[config.mk]
export PLATFORM = sky130hd
export DESIGN_NAME = mc8051_tmr_flat
export DESIGN_NICKNAME = d
export VERILOG_FILES = /design/src/rtl/mc8051_tmr_pkg.sv /design/src/rtl/mc8051_tmr_if.sv /design/src/rtl/mc8051_tmr_ch.sv /design/src/rtl/mc8051_tmr.sv /design/src/flat_wrapper.sv
export SDC_FILE = /design/constraint.sdc
export NUM_CORES = 1
export LEC_CHECK = 0
export CAP_MARGIN = 20
export CORE_MARGIN = 3
export CORE_UTILIZATION = 50
export DETAILED_ROUTE_END_ITERATION = 6
export PLACE_DENSITY = 0.69
export SYNTH_ARGS = -nofsm -noshare
export SYNTH_HDL_FRONTEND = slang
export SYNTH_HIERARCHICAL = 1
export SYNTH_SLANG_ARGS = --single-unit
[constraint.sdc]
create_clock -name clk -period 3.01 [get_ports clk]
set_input_delay 0.301 -clock clk [delete_from_list [all_inputs] [get_ports clk]]
set_output_delay 0.301 -clock clk [all_outputs]
set_load 0.005 [all_outputs]
[src/rtl/mc8051_tmr_pkg.sv]
// Shared constants for the mc8051 timer/counter: register offsets inside a
// channel window, CTRL bit positions and the MODE field encodings.
package mc8051_tmr_pkg;

    // Byte offsets inside a 16-byte channel window.
    localparam logic [3:0] OFS_CTRL = 4'd0;
    localparam logic [3:0] OFS_STAT = 4'd1;
    localparam logic [3:0] OFS_CNT0 = 4'd2;
    localparam logic [3:0] OFS_RLD0 = 4'd6;

    // CTRL register layout.
    localparam int CTRL_RUN     = 0;
    localparam int CTRL_CT      = 1;
    localparam int CTRL_GATE    = 2;
    localparam int CTRL_MODE_LO = 3;
    localparam int CTRL_MODE_HI = 4;
    localparam int CTRL_IE      = 5;
    localparam int CTRL_W       = 6;

    typedef enum logic [1:0] {
        MODE_FREE    = 2'b00,
        MODE_RELOAD  = 2'b01,
        MODE_ONESHOT = 2'b10,
        MODE_HOLD    = 2'b11
    } mode_e;

endpackage

[src/rtl/mc8051_tmr_if.sv]
// SFR bus as seen by the timer block.
// Protocol: sfr_wr and sfr_rd are single-cycle strobes qualified by sfr_addr;
// the block is always ready, so a write lands on the clock edge of its strobe
// cycle. For a read issued in cycle N, sfr_hit is the valid flag in cycle N+1
// and sfr_rdata carries the byte (0 whenever sfr_hit is low).
interface mc8051_tmr_if;
    logic [7:0] sfr_addr;
    logic       sfr_wr;
    logic [7:0] sfr_wdata;
    logic       sfr_rd;
    logic [7:0] sfr_rdata;
    logic       sfr_hit;

    modport master (
        output sfr_addr, sfr_wr, sfr_wdata, sfr_rd,
        input  sfr_rdata, sfr_hit
    );

    modport slave (
        input  sfr_addr, sfr_wr, sfr_wdata, sfr_rd,
        output sfr_rdata, sfr_hit
    );
endinterface

[src/rtl/mc8051_tmr_ch.sv]
// One timer/counter channel: pin synchronisers, falling-edge detect, counter
// with free-run/reload/one-shot behaviour, overflow flag, irq register and
// the shadow used for coherent multi-byte counter reads.
module mc8051_tmr_ch
    import mc8051_tmr_pkg::*;
#(
    parameter int CNT_W = 16
) (
    input  logic       clk,
    input  logic       reset_n,
    input  logic       tick,
    input  logic       t_pin,
    input  logic       gate_pin,
    input  logic       irq_ack,
    input  logic       wr_en,
    input  logic       rd_en,
    input  logic [3:0] ofs,
    input  logic [7:0] wdata,
    output logic [7:0] rdata,
    output logic       irq
);

    localparam int NB = CNT_W / 8;

    logic [CTRL_W-1:0] ctrl, ctrl_nxt;
    logic              ovf, ovf_nxt;
    logic [CNT_W-1:0]  cnt, cnt_nxt;
    logic [CNT_W-1:0]  reload, reload_nxt;
    logic [CNT_W-1:0]  shadow;
    logic [CNT_W-1:0]  rd_view;
    logic              t_s1, t_s2, t_prev, g_s1, g_s2;
    logic              t_fall, cnt_ev, cnt_wr, all_ones, ovf_ev, ovf_clr;
    mode_e             mode;

    // Two-flop synchronisers plus edge history; reset high so no false edge.
    always_ff @(posedge clk or negedge reset_n) begin
        if (!reset_n) begin
            t_s1   <= 1'b1;
            t_s2   <= 1'b1;
            t_prev <= 1'b1;
            g_s1   <= 1'b1;
            g_s2   <= 1'b1;
        end else begin
            t_s1   <= t_pin;
            t_s2   <= t_s1;
            t_prev <= t_s2;
            g_s1   <= gate_pin;
            g_s2   <= g_s1;
        end
    end

    assign t_fall   = t_prev & ~t_s2;
    assign mode     = mode_e'(ctrl[CTRL_MODE_HI:CTRL_MODE_LO]);
    assign cnt_ev   = ctrl[CTRL_RUN] & (~ctrl[CTRL_GATE] | g_s2) &
                      (ctrl[CTRL_CT] ? t_fall : tick) & (mode != MODE_HOLD);
    assign all_ones = &cnt;
    assign ovf_ev   = cnt_ev & all_ones;
    assign ovf_clr  = (wr_en & (ofs == OFS_STAT) & wdata[0]) | irq_ack;

    // A CPU write to any implemented counter byte pre-empts counting this cycle.
    always_comb begin
        cnt_wr = 1'b0;
        for (int k = 0; k < NB; k++) begin
            if (wr_en && ofs == 4'(OFS_CNT0 + k)) cnt_wr = 1'b1;
        end
    end

    // Next-state for CTRL, OVF, counter and reload.
    always_comb begin
        ctrl_nxt   = ctrl;
        ovf_nxt    = ovf;
        cnt_nxt    = cnt;
        reload_nxt = reload;
        if (cnt_ev && !cnt_wr) begin
            if (all_ones) begin
                case (mode)
                    MODE_RELOAD:  cnt_nxt = reload;
                    MODE_ONESHOT: begin
                        cnt_nxt            = '0;
                        ctrl_nxt[CTRL_RUN] = 1'b0;
                    end
                    default:      cnt_nxt = '0;
                endcase
            end else begin
                cnt_nxt = cnt + CNT_W'(1);
            end
        end
        for (int k = 0; k < NB; k++) begin
            if (wr_en && ofs == 4'(OFS_CNT0 + k)) cnt_nxt[8*k +: 8] = wdata;
            if (wr_en && ofs == 4'(OFS_RLD0 + k)) reload_nxt[8*k +: 8] = wdata;
        end
        if (wr_en && ofs == OFS_CTRL) ctrl_nxt = wdata[CTRL_W-1:0];
        // A set in the same cycle as a clear leaves the flag set.
        if (ovf_ev && !cnt_wr) ovf_nxt = 1'b1;
        else if (ovf_clr)      ovf_nxt = 1'b0;
    end

    // Channel state registers, read shadow and registered interrupt.
    always_ff @(posedge clk or negedge reset_n) begin
        if (!reset_n) begin
            ctrl   <= '0;
            ovf    <= 1'b0;
            cnt    <= '0;
            reload <= '0;
            shadow <= '0;
            irq    <= 1'b0;
        end else begin
            ctrl   <= ctrl_nxt;
            ovf    <= ovf_nxt;
            cnt    <= cnt_nxt;
            reload <= reload_nxt;
            if (rd_en && ofs == OFS_CNT0) shadow <= cnt;
            irq    <= ovf & ctrl[CTRL_IE];
        end
    end

    // Read data: counter byte 0 is live, upper bytes come from the shadow.
    always_comb begin
        rdata         = '0;
        rd_view       = shadow;
        rd_view[7:0]  = cnt[7:0];
        if (ofs == OFS_CTRL) rdata = {{(8 - CTRL_W){1'b0}}, ctrl};
        if (ofs == OFS_STAT) rdata = {7'b0, ovf};
        for (int k = 0; k < NB; k++) begin
            if (ofs == 4'(OFS_CNT0 + k)) rdata = rd_view[8*k +: 8];
            if (ofs == 4'(OFS_RLD0 + k)) rdata = reload[8*k +: 8];
        end
    end

endmodule

[src/rtl/mc8051_tmr.sv]
// Multi-channel 8051-style timer/counter on the SFR bus. Decodes the 16-byte
// channel windows starting at BASE_ADDR and registers the read mux.
module mc8051_tmr
    import mc8051_tmr_pkg::*;
#(
    parameter int         NUM_CH    = 2,
    parameter int         CNT_W     = 16,
    parameter logic [7:0] BASE_ADDR = 8'h80
) (
    input  logic              clk,
    input  logic              reset_n,
    input  logic              tick,
    mc8051_tmr_if.slave       bus,
    input  logic [NUM_CH-1:0] t_pin,
    input  logic [NUM_CH-1:0] gate_pin,
    input  logic [NUM_CH-1:0] irq_ack,
    output logic [NUM_CH-1:0] irq
);

    logic [8:0] diff;
    logic [3:0] ch_sel;
    logic [3:0] ofs;
    logic       in_win;
    logic [7:0] sel_data;
    logic [7:0] ch_rdata [NUM_CH];

    // Nine-bit subtraction so addresses below BASE_ADDR borrow into bit 8.
    assign diff   = {1'b0, bus.sfr_addr} - {1'b0, BASE_ADDR};
    assign ch_sel = diff[7:4];
    assign ofs    = diff[3:0];
    assign in_win = ~diff[8] & ({1'b0, ch_sel} < 5'(NUM_CH));

    for (genvar c = 0; c < NUM_CH; c++) begin : g_ch
        mc8051_tmr_ch #(.CNT_W(CNT_W)) u_ch (
            .clk      (clk),
            .reset_n  (reset_n),
            .tick     (tick),
            .t_pin    (t_pin[c]),
            .gate_pin (gate_pin[c]),
            .irq_ack  (irq_ack[c]),
            .wr_en    (bus.sfr_wr & in_win & (ch_sel == 4'(c))),
            .rd_en    (bus.sfr_rd & in_win & (ch_sel == 4'(c))),
            .ofs      (ofs),
            .wdata    (bus.sfr_wdata),
            .rdata    (ch_rdata[c]),
            .irq      (irq[c])
        );
    end

    // Select the addressed channel's read byte.
    always_comb begin
        sel_data = '0;
        for (int c = 0; c < NUM_CH; c++) begin
            if (ch_sel == 4'(c)) sel_data = ch_rdata[c];
        end
    end

    // Registered read response; data is forced to 0 when the read misses.
    always_ff @(posedge clk or negedge reset_n) begin
        if (!reset_n) begin
            bus.sfr_rdata <= '0;
            bus.sfr_hit   <= 1'b0;
        end else begin
            bus.sfr_rdata <= (bus.sfr_rd && in_win) ? sel_data : 8'h00;
            bus.sfr_hit   <= bus.sfr_rd & in_win;
        end
    end

endmodule

[src/flat_wrapper.sv]
// flat-port wrapper written by rule: the top's interface ports become plain ports
module mc8051_tmr_flat import mc8051_tmr_pkg::*;
#(
    parameter int         NUM_CH    = 2,
    parameter int         CNT_W     = 16,
    parameter logic [7:0] BASE_ADDR = 8'h80
)
  (clk, reset_n, tick, t_pin, gate_pin, irq_ack, irq, bus_sfr_addr, bus_sfr_wr, bus_sfr_wdata, bus_sfr_rd, bus_sfr_rdata, bus_sfr_hit);
  mc8051_tmr_if bus_i ();
  input  logic clk;
  input  logic reset_n;
  input  logic tick;
  input  logic [NUM_CH-1:0] t_pin;
  input  logic [NUM_CH-1:0] gate_pin;
  input  logic [NUM_CH-1:0] irq_ack;
  output logic [NUM_CH-1:0] irq;
  input wire logic [$bits(bus_i.sfr_addr)-1:0] bus_sfr_addr;
  input wire logic [$bits(bus_i.sfr_wr)-1:0] bus_sfr_wr;
  input wire logic [$bits(bus_i.sfr_wdata)-1:0] bus_sfr_wdata;
  input wire logic [$bits(bus_i.sfr_rd)-1:0] bus_sfr_rd;
  output wire logic [$bits(bus_i.sfr_rdata)-1:0] bus_sfr_rdata;
  output wire logic [$bits(bus_i.sfr_hit)-1:0] bus_sfr_hit;
  assign bus_i.sfr_addr = bus_sfr_addr;
  assign bus_i.sfr_wr = bus_sfr_wr;
  assign bus_i.sfr_wdata = bus_sfr_wdata;
  assign bus_i.sfr_rd = bus_sfr_rd;
  assign bus_sfr_rdata = bus_i.sfr_rdata;
  assign bus_sfr_hit = bus_i.sfr_hit;
  mc8051_tmr #(.NUM_CH(NUM_CH), .CNT_W(CNT_W), .BASE_ADDR(BASE_ADDR)) u_core (.clk(clk), .reset_n(reset_n), .tick(tick), .bus(bus_i), .t_pin(t_pin), .gate_pin(gate_pin), .irq_ack(irq_ack), .irq(irq));
endmodule
* After elaboration in Yosys (flattened, before gate mapping) *
Index checks and enable logic that the tools add are counted.

word-level totals
  word-level logic and storage cells = 158
  input port bits = 27
  bits in registers = 131
  output and inout port bits = 11

cells by class
  magnitude comparators = 1
  equality and inequality tests = 12
  mux-type cells = 43
  reduce and logical (&&, ||, !) cells = 37
  add/sub/neg operators = 3
  bitwise logic cells = 32

operators with widths
  operator                                                                       count
  8-bit 2-to-1 mux                                                               15
  16-bit 2-to-1 mux                                                              6
  16-bit by 1-bit adder with 16-bit output (second input constant)               2
  16-bit AND reduction                                                           2
  6-bit 2-to-1 mux                                                               4
  2-bit nonzero test                                                             12
  1-bit AND                                                                      23
  1-bit 2-to-1 mux                                                               18
  1-bit logical AND                                                              17
  8-bit by 8-bit subtractor with 9-bit output (second input constant)            1
  4-bit by 1-bit == test with 1-bit output (second input constant)               2
  4-bit by 2-bit == test with 1-bit output (second input constant)               2
  4-bit by 3-bit == test with 1-bit output (second input constant)               2
  4-bit zero test                                                                2
  3-bit AND reduction                                                            2
  1-bit inverter                                                                 5
  2-bit by 1-bit == test with 1-bit output (second input constant)               2
  2-bit == test (second input constant)                                          2
  4-bit by 2-bit less-than comparator with 1-bit output (second input constant)  1
  2-bit inequality test (second input constant)                                  2
  1-bit OR                                                                       4
  1-bit zero test                                                                2

* Depth between registers and ports, before layout *
Gate-level depths: netlist of run 1.

  depth in word-level cells = 12
  depth in mapped cells = 9
  mapped depth without buffers = 7

* By module *
The synthesis of run 1 kept the hierarchy.

by module, submodules not included
  module                                cells an instance  area an instance (um^2)  times used
  mc8051_tmr_ch at u_core.g_ch[0].u_ch  289                2925.3                   1
  mc8051_tmr_ch at u_core.g_ch[1].u_ch  285                2916.5                   1
  mc8051_tmr                            35                 416.6                    1

* Least setup slack after synthesis of run 1 *
Ideal clock, no wire load.

  path kind = input -> register
  start point = input bus_sfr_addr[5]
  end point = register u_core.g_ch[1].u_ch.cnt[9]
  required time = 2.884 ns
  stages = 9
  path slack = 0.889 ns
  data arrival time = 1.995 ns
  buffers on the path = 2
  setup time = 0.126 ns
  cells stage by stage = nor3b_1 > and3_1 > or3b_1 > clkbuf_1 > or2_1 > buf_2 > o21ai_2 > o31ai_1 > a221o_1

on the way
  longest elaborated chain between the ends = 11
  elaborated cells between the ends (all ways) = 15
  classes of those cells = add/sub (1); order compare (1); eq/ne (1); mux (3); bitwise (4); reduce/logical (5)

ends and longest elaborated chain
  what                                                                                            line                  text
  from (decl)                                                                                     flat_wrapper.sv:17    input wire logic [$bits(bus_i.sfr_addr)-1:0] bus_sfr_addr;
  8-bit by 8-bit subtractor with 9-bit output (*)                                                 mc8051_tmr.sv:28      assign diff = {1'b0, bus.sfr_addr} - {1'b0, BASE_ADDR};
  4-bit by 2-bit less-than comparator with 1-bit output / 1-bit inverter (equally long branches)  mc8051_tmr.sv:31      assign in_win = ~diff[8] & ({1'b0, ch_sel} < 5'(NUM_CH));
  1-bit AND                                                                                       mc8051_tmr.sv:31
  1-bit AND                                                                                       mc8051_tmr.sv:41      .wr_en (bus.sfr_wr & in_win & (ch_sel == 4'(c))),
  1-bit AND (*)                                                                                   mc8051_tmr.sv:41
  1-bit logical AND                                                                               mc8051_tmr_ch.sv:64   if (wr_en && ofs == 4'(OFS_CNT0 + k)) cnt_wr = 1'b1;
  1-bit 2-to-1 mux (2 in a row)                                                                   mc8051_tmr_ch.sv:64
  1-bit zero test                                                                                 mc8051_tmr_ch.sv:74   if (cnt_ev && !cnt_wr) begin
  1-bit logical AND                                                                               mc8051_tmr_ch.sv:74
  2-bit nonzero test (no line)                                                                    --
  to (signal assigned)                                                                            mc8051_tmr_ch.sv:110  cnt <= cnt_nxt;
  to (decl)                                                                                       mc8051_tmr_ch.sv:27   logic [CNT_W-1:0] cnt, cnt_nxt;

Every way passes the cells marked *; elsewhere a longest branch is shown, timed or not.
A chain may end at the register's enable or synchronous reset.

* Final worst setup path of run 1 *
  start point = input bus_sfr_addr[7]
  end point = register u_core.g_ch[1].u_ch.cnt[5]

on the way
  longest elaborated chain between the ends = 11
  elaborated cells between the ends (all ways) = 15
  classes of those cells = add/sub (1); order compare (1); eq/ne (1); mux (3); bitwise (4); reduce/logical (5)

ends and longest elaborated chain
  what                                                                                            line
  8-bit by 8-bit subtractor with 9-bit output (*)                                                 mc8051_tmr.sv:28
  4-bit by 2-bit less-than comparator with 1-bit output / 1-bit inverter (equally long branches)  mc8051_tmr.sv:31
  1-bit AND                                                                                       mc8051_tmr.sv:31
  1-bit AND                                                                                       mc8051_tmr.sv:41
  1-bit AND (*)                                                                                   mc8051_tmr.sv:41
  1-bit logical AND                                                                               mc8051_tmr_ch.sv:64, mc8051_tmr_ch.sv:89
  1-bit 2-to-1 mux (2 in a row)                                                                   mc8051_tmr_ch.sv:64
  1-bit zero test                                                                                 mc8051_tmr_ch.sv:74
  1-bit logical AND                                                                               mc8051_tmr_ch.sv:74
  2-bit nonzero test (no line)                                                                    --

Marked as above.

==> flow_metrics.py, run 1 <==
metrics = {
    "clocking": {
        "cts-resized-gates": 0,
        "cts_tree": "built",
        "cts-buffers-inserted": 17,
        "clk_latency_ns": 0.42,
        "clock-sinks": 115,
        "htree_levels": 4,
        "clkTransAtPathRegs_ns": 0.06,
        "ctsHoldBuffers": 1,
        "root_buffer": "clkbuf_16",
        "clockBufferDepth": 2,
        "post_cts_buffers": 0,
    },
    "layout": {
        "stdcell_area_mm2": 0.00743,
        "nets": 692,
        "final_util": 0.613,
        "nFillCells": 1037,
        "syn2layout_area_growth_pct": 18.7,
        "seq_area_mm2": 0.00289,
        "multi_input_area_mm2": 0.00310,
        "drive_gt1_frac": 0.210,
        "diodes": 0,
    },
    "detailed_routing": {
        "drt-total-wl_um": 19600,
        "dr_wl_met3_um": 1980,
        "first_pass_iters": 5,
        "via_per_inst": 6.32,
        "drc": 0,
        "drtAntennaViolNets": 0,
        "wire_per_inst_um": 23.2,
        "dr.max_layer_used": "met4",
        "wl_met1_um": 8780,
        "first_iter_violations": 508,
        "wl_met2_um": 8570,
        "vias": 5330,
    },
    "floorplan": {
        "rows": 40,
        "start_util": 0.517,
        "core_mm2": 0.0121,
        "die_w_um": 118,
        "die_area_mm2": 0.0139,
        "die_h_um": 118,
        "ios": 38,
    },
    "place": {
        "io_buffers": 37,
        "dpl.hpwl_um": 14100,
        "gp_congestion": 0.970,
        "place_area_mm2": 0.00684,
    },
    "synthesis": {
        "ys_seq_area_frac": 0.462,
        "yosys_warnings": 6,
        "synthArstFlopShare": 1.00,
        "syn_avg_cell_area_um2": 10.3,
        "syn_nets": 638,
        "synthCells": 609,
        "synth_edf_count": 0,
        "synth_top_flop_cell": "dfrtp_1",
        "synth_seq_cells": 115,
        "netlist_area_mm2": 0.00626,
        "ys_types": 76,
    },
    "timing": {
        "maxSlewHeadroom": 0.308,
        "max_freq_ghz": 0.394,
        "slew_violations": 0,
        "timing.final.crit_share": 0.842,
        "setup_tns_ns": 0,
        "finalCriticalPeriod_ns": 2.53,
        "worst_clock_skew_ns": 0.00513,
        "setup_viol": 0,
        "worst_pin_slew_ns": 1.03,
        "finalHoldViolations": 0,
        "rsz0062_at_grt": "false",
    },
    "setup_path": {
        "required_ns": 3.31,
        "cp-start-kind": "input port",
        "r2r-end": "u_core/g_ch[0].u_ch/cnt[13]",
        "crit_type": "in -> reg",
        "r2r-start": "u_core/g_ch[0].u_ch/cnt[0]",
        "critPathCaptureType": "flop",
        "critPathMaxFanout": 15,
        "crit_arrival_ns": 2.84,
        "r2r_cells": 6,
        "timing.reg2reg.setup_slack_ns": 0.53,
    },
    "power": {
        "p_per_area_mw_per_mm2": 571,
        "p_leak_nw": 3.16,
        "peakVddDrop_mv": 0.463,
    },
    "global_route": {
        "track_usage": 0.289,
        "grt_max_degree": 48,
        "antenna_found_initial": 0,
        "grt_pass1_wl_um": 30600,
        "grt_pass1_vias": 5261,
        "overflow": 0,
    },
    "job": {
        "cap_violations": 0,
    },
    "status": {
        "outcome": "finished, final reports clean",
    },
    "hold_path": {
        "min_delay_path_depth": 1,
        "holdPathEnd": "u_core/g_ch[0].u_ch/t_s1",
        "hold_class": "in -> reg",
        "hp-start": "t_pin[0]",
    },
}
layer usage:
metal	up-vias	track usage
met5	-	0
met4	0	0.0901
met2	279	0.406
met1	2650	0.422
met3	20	0.0947
li1	2381	-
cells by family (layout without fill, tap and decap cells):
family,count (synthesis),after routing,share of synthesized area
multiplexers,76,76,0.135
AND/OR/NAND/NOR,217,217,0.180
adder cells (fa/ha/maj),2,2,0.00400
AO/OA/AOI/OAI,142,142,0.166
flip-flops,115,115,0.462
buffers and inverters,50,117,0.0428
XOR/XNOR,7,7,0.00980
state kept, by name, summed over array words and instances (netlist names), 8 cells and up:
register                 count
u_core/g_ch.u_ch/shadow     16
u_core/g_ch.u_ch/ctrl       12
u_core/g_ch.u_ch/cnt        32
u_core/g_ch.u_ch/reload     32
u_core/bus.sfr_rdata         8
worst max-delay path: stages:
cell and delay [ns]:
clkdlybuf4s50_1 0.46, nor3b_1 0.19, and3_1 0.21, buf_4 0.15, and3_4 0.16, nor2_1 0.79, nor2_1 0.17, a221o_1 0.40
where the power goes:
part           total (W)  internal [W]  switching (W)
registers        0.00181       0.00166       0.000153
clock network    0.00195       0.00120       0.000749
logic           0.000479      0.000209       0.000270
total            0.00424       0.00307        0.00117
worst max path at each step:
| stage | slack [ns] | to | cells after the start | start |
|---|---|---|---|---|
| finish | 0.48 | u_core/g_ch[1].u_ch/cnt[5] | 8 | bus_sfr_addr[7] |
| global route | 0.42 | u_core/g_ch[1].u_ch/cnt[5] | 8 | bus_sfr_addr[7] |
| CTS | 0.58 | u_core/g_ch[1].u_ch/cnt[5] | 8 | bus_sfr_addr[7] |
| detailed placement | 0.14 | u_core/g_ch[1].u_ch/cnt[5] | 8 | bus_sfr_addr[7] |
| global placement | 0.17 | u_core/g_ch[1].u_ch/cnt[5] | 8 | bus_sfr_addr[7] |
| floorplan | 0.89 | u_core/g_ch[1].u_ch/cnt[9] | 9 | bus_sfr_addr[5] |
final cells by class:
| cell class | count | share of cell area |
|---|---|---|
| Multi-Input combinational cell | 444 | 0.417 |
| Inverter | 21 | 0.0106 |
| Sequential cell | 115 | 0.389 |
| Clock inverter | 11 | 0.0140 |
| Clock buffer | 21 | 0.0633 |
| Tap cell | 168 | 0.0283 |
| Timing Repair Buffer | 64 | 0.0772 |
synth_stat cells, drive strengths merged, types with 6 or more instances:
| master | count | share of area |
|---|---|---|
| nor2 | 48 | 0.031 |
| mux2i | 26 | 0.042 |
| a21oi | 7 | 0.0056 |
| nand3 | 27 | 0.022 |
| buf | 22 | 0.026 |
| o21ai | 37 | 0.030 |
| inv | 21 | 0.013 |
| dfrtp | 105 | 0.42 |
| mux2 | 48 | 0.086 |
| nor3 | 9 | 0.0088 |
| and3 | 8 | 0.0088 |
| a221o | 11 | 0.018 |
| nand4 | 11 | 0.011 |
| clkbuf | 7 | 0.0042 |
| a31oi | 16 | 0.016 |
| and2 | 10 | 0.010 |
| a32o | 6 | 0.0096 |
| or2 | 8 | 0.0080 |
| a22oi | 18 | 0.022 |
| nor2b | 6 | 0.0060 |
| nand2 | 67 | 0.040 |
| dfstp | 10 | 0.042 |
cell usage in the layout (no fill, tap or decap), types with 8 or more instances in the layout:
cell type	n
o21ai_0	35
buf_4	27
nand4_1	11
dfstp_2	10
and2_1	9
mux2i_1	26
dfrtp_1	105
clkbuf_16	17
nand2_1	67
a31oi_1	16
a221o_1	8
inv_1	21
nand3_1	26
nor2_1	43
clkdlybuf4s50_1	36
a22oi_1	18
mux2_2	48
through the flow:
stage                     power [W]  std cells  hold slack [ns]  setup WS, ns
after floorplan             0.00206        609          0.00541         0.889
after global placement      0.00228        811            0.343         0.175
after detailed placement    0.00230        811            0.347         0.140
after CTS                   0.00425        844            0.273         0.579
after global routing        0.00439        844            0.272         0.425
final                       0.00424        844            0.281         0.475
Note: power is estimated with default switching activity, not from simulation.
==> run 2, diff against run 1 <==
--- a/config.mk
+++ b/config.mk
@@ -9,7 +9,7 @@
 export CORE_MARGIN = 3
 export CORE_UTILIZATION = 50
 export DETAILED_ROUTE_END_ITERATION = 6
-export PLACE_DENSITY = 0.69
+export PLACE_DENSITY = 0.72
 export SYNTH_ARGS = -nofsm -noshare
 export SYNTH_HDL_FRONTEND = slang
 export SYNTH_HIERARCHICAL = 1
==> constraint.sdc (replaced) <==
create_clock -name clk -period 2.1 [get_ports clk]
set_input_delay 0.21 -clock clk [delete_from_list [all_inputs] [get_ports clk]]
set_output_delay 0.21 -clock clk [all_outputs]
set_load 0.005 [all_outputs]
==> run 2 against run 1 <==
Design area is 10% higher. Sequential power is 40% higher. Global-route usage is 1.3 points higher. Via count is 7.4% higher. Non-clock buffer count is 82 higher. Clock-buffer cell count is 2 higher. Register-to-register slack worse by 0.44 ns. Sequential share of layout area is 3.5 points lower. Critical path type is now reg -> reg.
==> flow_metrics.py, run 2 (synthesis results as in run 1) <==
metrics = {
    "status": {
        "outcome": "finished, final reports clean",
    },
    "setup_path": {
        "critPathMaxFanout": 6,
        "cp-start-kind": "flop",
        "crit_type": "reg -> reg",
        "required_ns": 2.36,
        "crit_arrival_ns": 2.27,
        "critPathCaptureType": "flop",
    },
    "detailed_routing": {
        "first_pass_iters": 5,
        "via_per_inst": 6.19,
        "first_iter_violations": 637,
        "drtAntennaViolNets": 0,
        "drc": 0,
        "wire_per_inst_um": 21.9,
        "vias": 5726,
        "drt-total-wl_um": 20200,
    },
    "hold_path": {
        "hold_class": "in -> reg",
    },
    "floorplan": {
        "ios": 38,
        "die_h_um": 118,
        "die_area_mm2": 0.0139,
        "rows": 40,
        "core_mm2": 0.0121,
        "die_w_um": 118,
        "start_util": 0.517,
    },
    "layout": {
        "drive_gt1_frac": 0.308,
        "multi_input_area_mm2": 0.00315,
        "syn2layout_area_growth_pct": 30.5,
        "final_util": 0.675,
        "seq_area_mm2": 0.00289,
        "nFillCells": 978,
        "top_regs": "u_core/g_ch.u_ch/cnt (32), u_core/g_ch.u_ch/reload (32), u_core/g_ch.u_ch/shadow (16)",
        "most-common-layout-cells": "dfrtp_1, buf_4, nand2_1, mux2_2, nor2_1",
        "nets": 774,
        "final_common_cell": "dfrtp_1",
        "diodes": 0,
    },
    "timing": {
        "rsz0062_at_grt": "false",
        "fin_hold_ws_ns": 0.197,
        "maxSlewHeadroom": 0.524,
        "setup_viol": 0,
        "max_freq_ghz": 0.497,
        "slew_violations": 0,
        "timing.final.crit_share": 0.957,
        "worst_clock_skew_ns": 0.00837,
        "finalCriticalPeriod_ns": 2.01,
        "worst_pin_slew_ns": 0.712,
        "finalHoldViolations": 0,
    },
    "clocking": {
        "cts_tree": "built",
        "clockBufferDepth": 2,
        "root_buffer": "clkbuf_16",
        "htree_levels": 4,
        "clock-sinks": 115,
        "clk_latency_ns": 0.42,
        "cts-buffers-inserted": 17,
        "clkTransAtPathRegs_ns": 0.05,
    },
    "global_route": {
        "antenna_found_initial": 0,
        "track_usage": 0.301,
        "overflow": 0,
        "grt_pass1_wl_um": 31900,
        "grt_pass1_vias": 5541,
        "grt_max_degree": 42,
    },
    "power": {
        "p_per_area_mw_per_mm2": 760,
        "peakVddDrop_mv": 0.807,
        "p_leak_nw": 3.64,
        "total_power_w": 0.00621,
    },
    "job": {
        "cap_violations": 0,
    },
    "place": {
        "io_buffers": 37,
        "dpl.hpwl_um": 15100,
        "gp_congestion": 1.10,
    },
}
## run 2: power breakdown
group	internal, W	total (W)	switching [W]
logic	0.000425	0.000914	0.000489
registers	0.00238	0.00253	0.000147
clock network	0.00177	0.00277	0.00100
## run 2: area by class of cell
cell class / instances / share of cell area
multi-input combinational: 444 / 0.385
sequential: 115 / 0.354
timing repair buffer: 146 / 0.155
clock buffer: 23 / 0.0609
tap: 168 / 0.0257
inverter: 21 / 0.00965
clock inverter: 8 / 0.00934
## run 2: per-stage QoR
step | std cells | instance area, um2 | TNS [ns] | setup slack [ns]
5_1_grt | 925 | 8170 | 0 | 0.00405
4_1_cts | 924 | 8130 | 0 | 0.0226
2_1_floorplan | 609 | 6260 | 0 | 0.0699
3_5_place_dp | 892 | 7530 | -21.38 | -0.585
6_report | 925 | 8170 | 0 | 0.0896
3_3_place_gp | 892 | 7530 | -20.34 | -0.513
## run 2: final timing paths
kind                                     startpoint                           to  slack, ns  cells after the start
max                        u_core/g_ch[1].u_ch/t_s2   u_core/g_ch[1].u_ch/cnt[7]       0.09                      8
min                                        t_pin[0]     u_core/g_ch[0].u_ch/t_s1       0.20                      1
max reg2reg                u_core/g_ch[1].u_ch/t_s2   u_core/g_ch[1].u_ch/cnt[7]       0.09                      8
min reg2reg                u_core/g_ch[0].u_ch/g_s1     u_core/g_ch[0].u_ch/g_s2       0.36                      0
max in group asynchronous                   reset_n     u_core/g_ch[0].u_ch/g_s2       1.02                      3
min in group asynchronous                   reset_n  u_core/g_ch[1].u_ch/cnt[13]       0.31                      2
## run 2: critical path, stage by stage, from the launching register on
cell and delay [ns]:
dfstp_2 0.52, and3b_1 0.20, o2111ai_4 0.26, buf_4 0.17, nor2_1 0.05, buf_4 0.16
buf_4 0.14, a32oi_1 0.18, nand4_1 0.16
## run 2: per-layer routing
metal	global-route usage	vias to the layer above	share of wire
li1	-	2544	-
met1	0.427	2802	0.44
met2	0.431	326	0.43
met3	0.0908	54	0.10
met4	0.123	0	0.029
met5	0	-	0
## run 2: timing repair
action | in CTS | in global routing
pin swaps | 0 | 2
hold endpoints to repair | 32 | 0
cloned | 0 | 0
buffers inserted | 0 | 1
hold buffers | 1 | 0
setup endpoints to repair | 29 | 23
resized for setup | 8 | 10
==> variant: new RTL, flow settings as in run 2 <==
`CNT_W` is set to 16 in 3 places; all go to 14.
--- a/src/rtl/mc8051_tmr_ch.sv
+++ b/src/rtl/mc8051_tmr_ch.sv
@@ -4,7 +4,7 @@
 module mc8051_tmr_ch
     import mc8051_tmr_pkg::*;
 #(
-    parameter int CNT_W = 16
+    parameter int CNT_W = 14
 ) (
     input  logic       clk,
     input  logic       reset_n,
--- a/src/rtl/mc8051_tmr.sv
+++ b/src/rtl/mc8051_tmr.sv
@@ -4,7 +4,7 @@
     import mc8051_tmr_pkg::*;
 #(
     parameter int         NUM_CH    = 2,
-    parameter int         CNT_W     = 16,
+    parameter int         CNT_W     = 14,
     parameter logic [7:0] BASE_ADDR = 8'h80
 ) (
     input  logic              clk,
--- a/src/flat_wrapper.sv
+++ b/src/flat_wrapper.sv
@@ -2,7 +2,7 @@
 module mc8051_tmr_flat import mc8051_tmr_pkg::*;
 #(
     parameter int         NUM_CH    = 2,
-    parameter int         CNT_W     = 16,
+    parameter int         CNT_W     = 14,
     parameter logic [7:0] BASE_ADDR = 8'h80
 )
   (clk, reset_n, tick, t_pin, gate_pin, irq_ack, irq, bus_sfr_addr, bus_sfr_wr, bus_sfr_wdata, bus_sfr_rd, bus_sfr_rdata, bus_sfr_hit);
Formal check against the unedited RTL: not equivalent (Yosys sat finds a counterexample within 4 cycles, from zero or initial values and one cycle with reset_n low).
==> variant against run 2 <==
Worst setup slack worse by 0.040 ns; critical endpoint is now u_core/g_ch[0].u_ch/cnt[3]$_DFFE_PN0P_; total power is 44% lower; area after synthesis decreased by 32%; global-route usage decreased by 5.4 points; sequential cell count is 36 lower; die area is 31% lower; wire length decreased by 43%; synthesized cell count decreased by 33%; clock power fell by 55%; cell area decreased by 35%.
==> variant: results (changes against run 2) <==
Parameter                              Value

Clocking
  Clock tree buffer depth    2 (unchanged)
  Worst-path clk slew    0.09 ns (+0.04 ns)
  CTS Sinks    79 (-31%)
  Max H-tree Level    3 (-1)
  Clock Root Buffer    sky130_fd_sc_hd__clkbuf_8
  Number of CTS-inserted buffers    9 (-8)
  Clock latency at the later pin of the worst-skew pair    0.34 ns (-0.08 ns)

Route
  Via count normalized by instance count    6.28 (+1.5%)
  Routed wire length    11500 um (-43%)
  First-iteration detailed-routing DRC count    366 (-43%)

Global routing
  Wire length of the first global-routing pass    19100 um (-40%)
  Antenna violations before repair    0 (unchanged)
  Number of global-route vias before repair    3727 (-33%)
  Largest net degree at the start of global routing    53 (+26%)
  Global Route Usage Sum    24.8% (-5.4 points)

Placement
  Final weighted congestion in routability-driven placement    0.965 (-12%)
  Post-Place Worst Slack    -0.0709 ns (+0.514 ns)
  Dpl cell area    0.00507 mm^2 (-33%)
  Detailed-placement wirelength estimate    8540 um (-43%)

Layout
  Largest registers    u_core/g_ch.u_ch/cnt x28, u_core/g_ch.u_ch/reload x16, u_core/g_ch.u_ch/ctrl x12
  Clk cell area share    4.06% (-3.0 points)
  Fraction of area in non-clock buffers    15.3% (-0.23 points)
  FF/Latch Area    0.00199 mm^2 (-31%)
  Number of nets in the layout    524 (-32%)
  Signal buffers    93 (-36%)
  Area used by multi-input combinational logic    0.00211 mm^2 (-33%)
  Proportion of layout cells with a drive suffix above 1    25.4% (-5.4 points)
  Cell area after layout    0.00534 mm^2 (-35%)
  Clk_buf instances    13 (-43%)
  Multi-Input Combinational    292 (-34%)

Power and ir drop
  Sequential group power    1.70 mW (-33%)
  Max rail drop VDD    0.391 mV (-52%)
  Leak pwr    2.34 nW (-36%)
  Clock-net power    1.24 mW (-55%)
  Power per standard cell area    651 mW/mm^2 (-14%)
  Net Sw Power    0.882 mW (-46%)

Floorplan
  Die boundary width    98.1 um (-17%)

Critical path
  Endpoint arrival time on the critical path    2.30 ns (+0.03 ns)
  Largest fanout on the critical path    4 (-2)
  Delay of the slowest cell on the worst path    0.61 ns (+0.09 ns)
  Slowest-stage cell, CP    sky130_fd_sc_hd__or4_4
  Family of cells with the greatest summed delay on the critical path    simple AND/OR/NAND/NOR gates

Yosys
  Nets in the synthesized netlist    440 (-31%)

Status
  Status    completed

STA
  Clock tree skew after final layout    0.0130 ns (+0.00466 ns)
  Slew at the pin closest to its max-slew limit    0.428 ns (-0.285 ns)
-- variant: repair_timing --
action,CTS,global route
setup endpoints to repair,2,4
endpoints found under the hold margin,27,0
resized for setup,2,4
hold buffers,1,0
setup buffers,0,2
pin swaps,0,2
-- variant: final timing paths --
check / startpoint / to / slack [ns] / cells after the start
max: u_core/g_ch[0].u_ch/cnt[0]$_DFFE_PN0P_ / u_core/g_ch[0].u_ch/cnt[3]$_DFFE_PN0P_ / 0.05 / 6
min: gate_pin[0] / u_core/g_ch[0].u_ch/g_s1$_DFF_PN1_ / 0.28 / 1
max reg2reg: u_core/g_ch[0].u_ch/cnt[0]$_DFFE_PN0P_ / u_core/g_ch[0].u_ch/cnt[3]$_DFFE_PN0P_ / 0.05 / 6
min reg2reg: u_core/g_ch[0].u_ch/g_s1$_DFF_PN1_ / u_core/g_ch[0].u_ch/g_s2$_DFF_PN1_ / 0.36 / 0
max in group asynchronous: reset_n / u_core/g_ch[1].u_ch/t_prev$_DFF_PN1_ / 1.11 / 3
min in group asynchronous: reset_n / u_core/g_ch[0].u_ch/cnt[12]$_DFFE_PN0P_ / 0.31 / 2
-- variant: metal layers --
metal / up-vias / wire length [um] / global-route usage [%]
li1: 1726 / - / -
met1: 1847 / 5250 / 37.2
met2: 199 / 4990 / 36.1
met3: 10 / 1140 / 5.07
met4: 0 / 115 / 7.56
met5: - / 0 / 0
-- variant: metrics by stage --
| stage | setup TNS, ns | std cells | hold WS [ns] |
|---|---|---|---|
| after detailed placement | -0.338 | 583 | 0.155 |
| after global routing | 0 | 602 | 0.260 |
| after global placement | -0.101 | 583 | 0.152 |
| after CTS | 0 | 600 | 0.263 |
| final | 0 | 602 | 0.278 |
| after floorplan | 0 | 411 | -0.0856 |
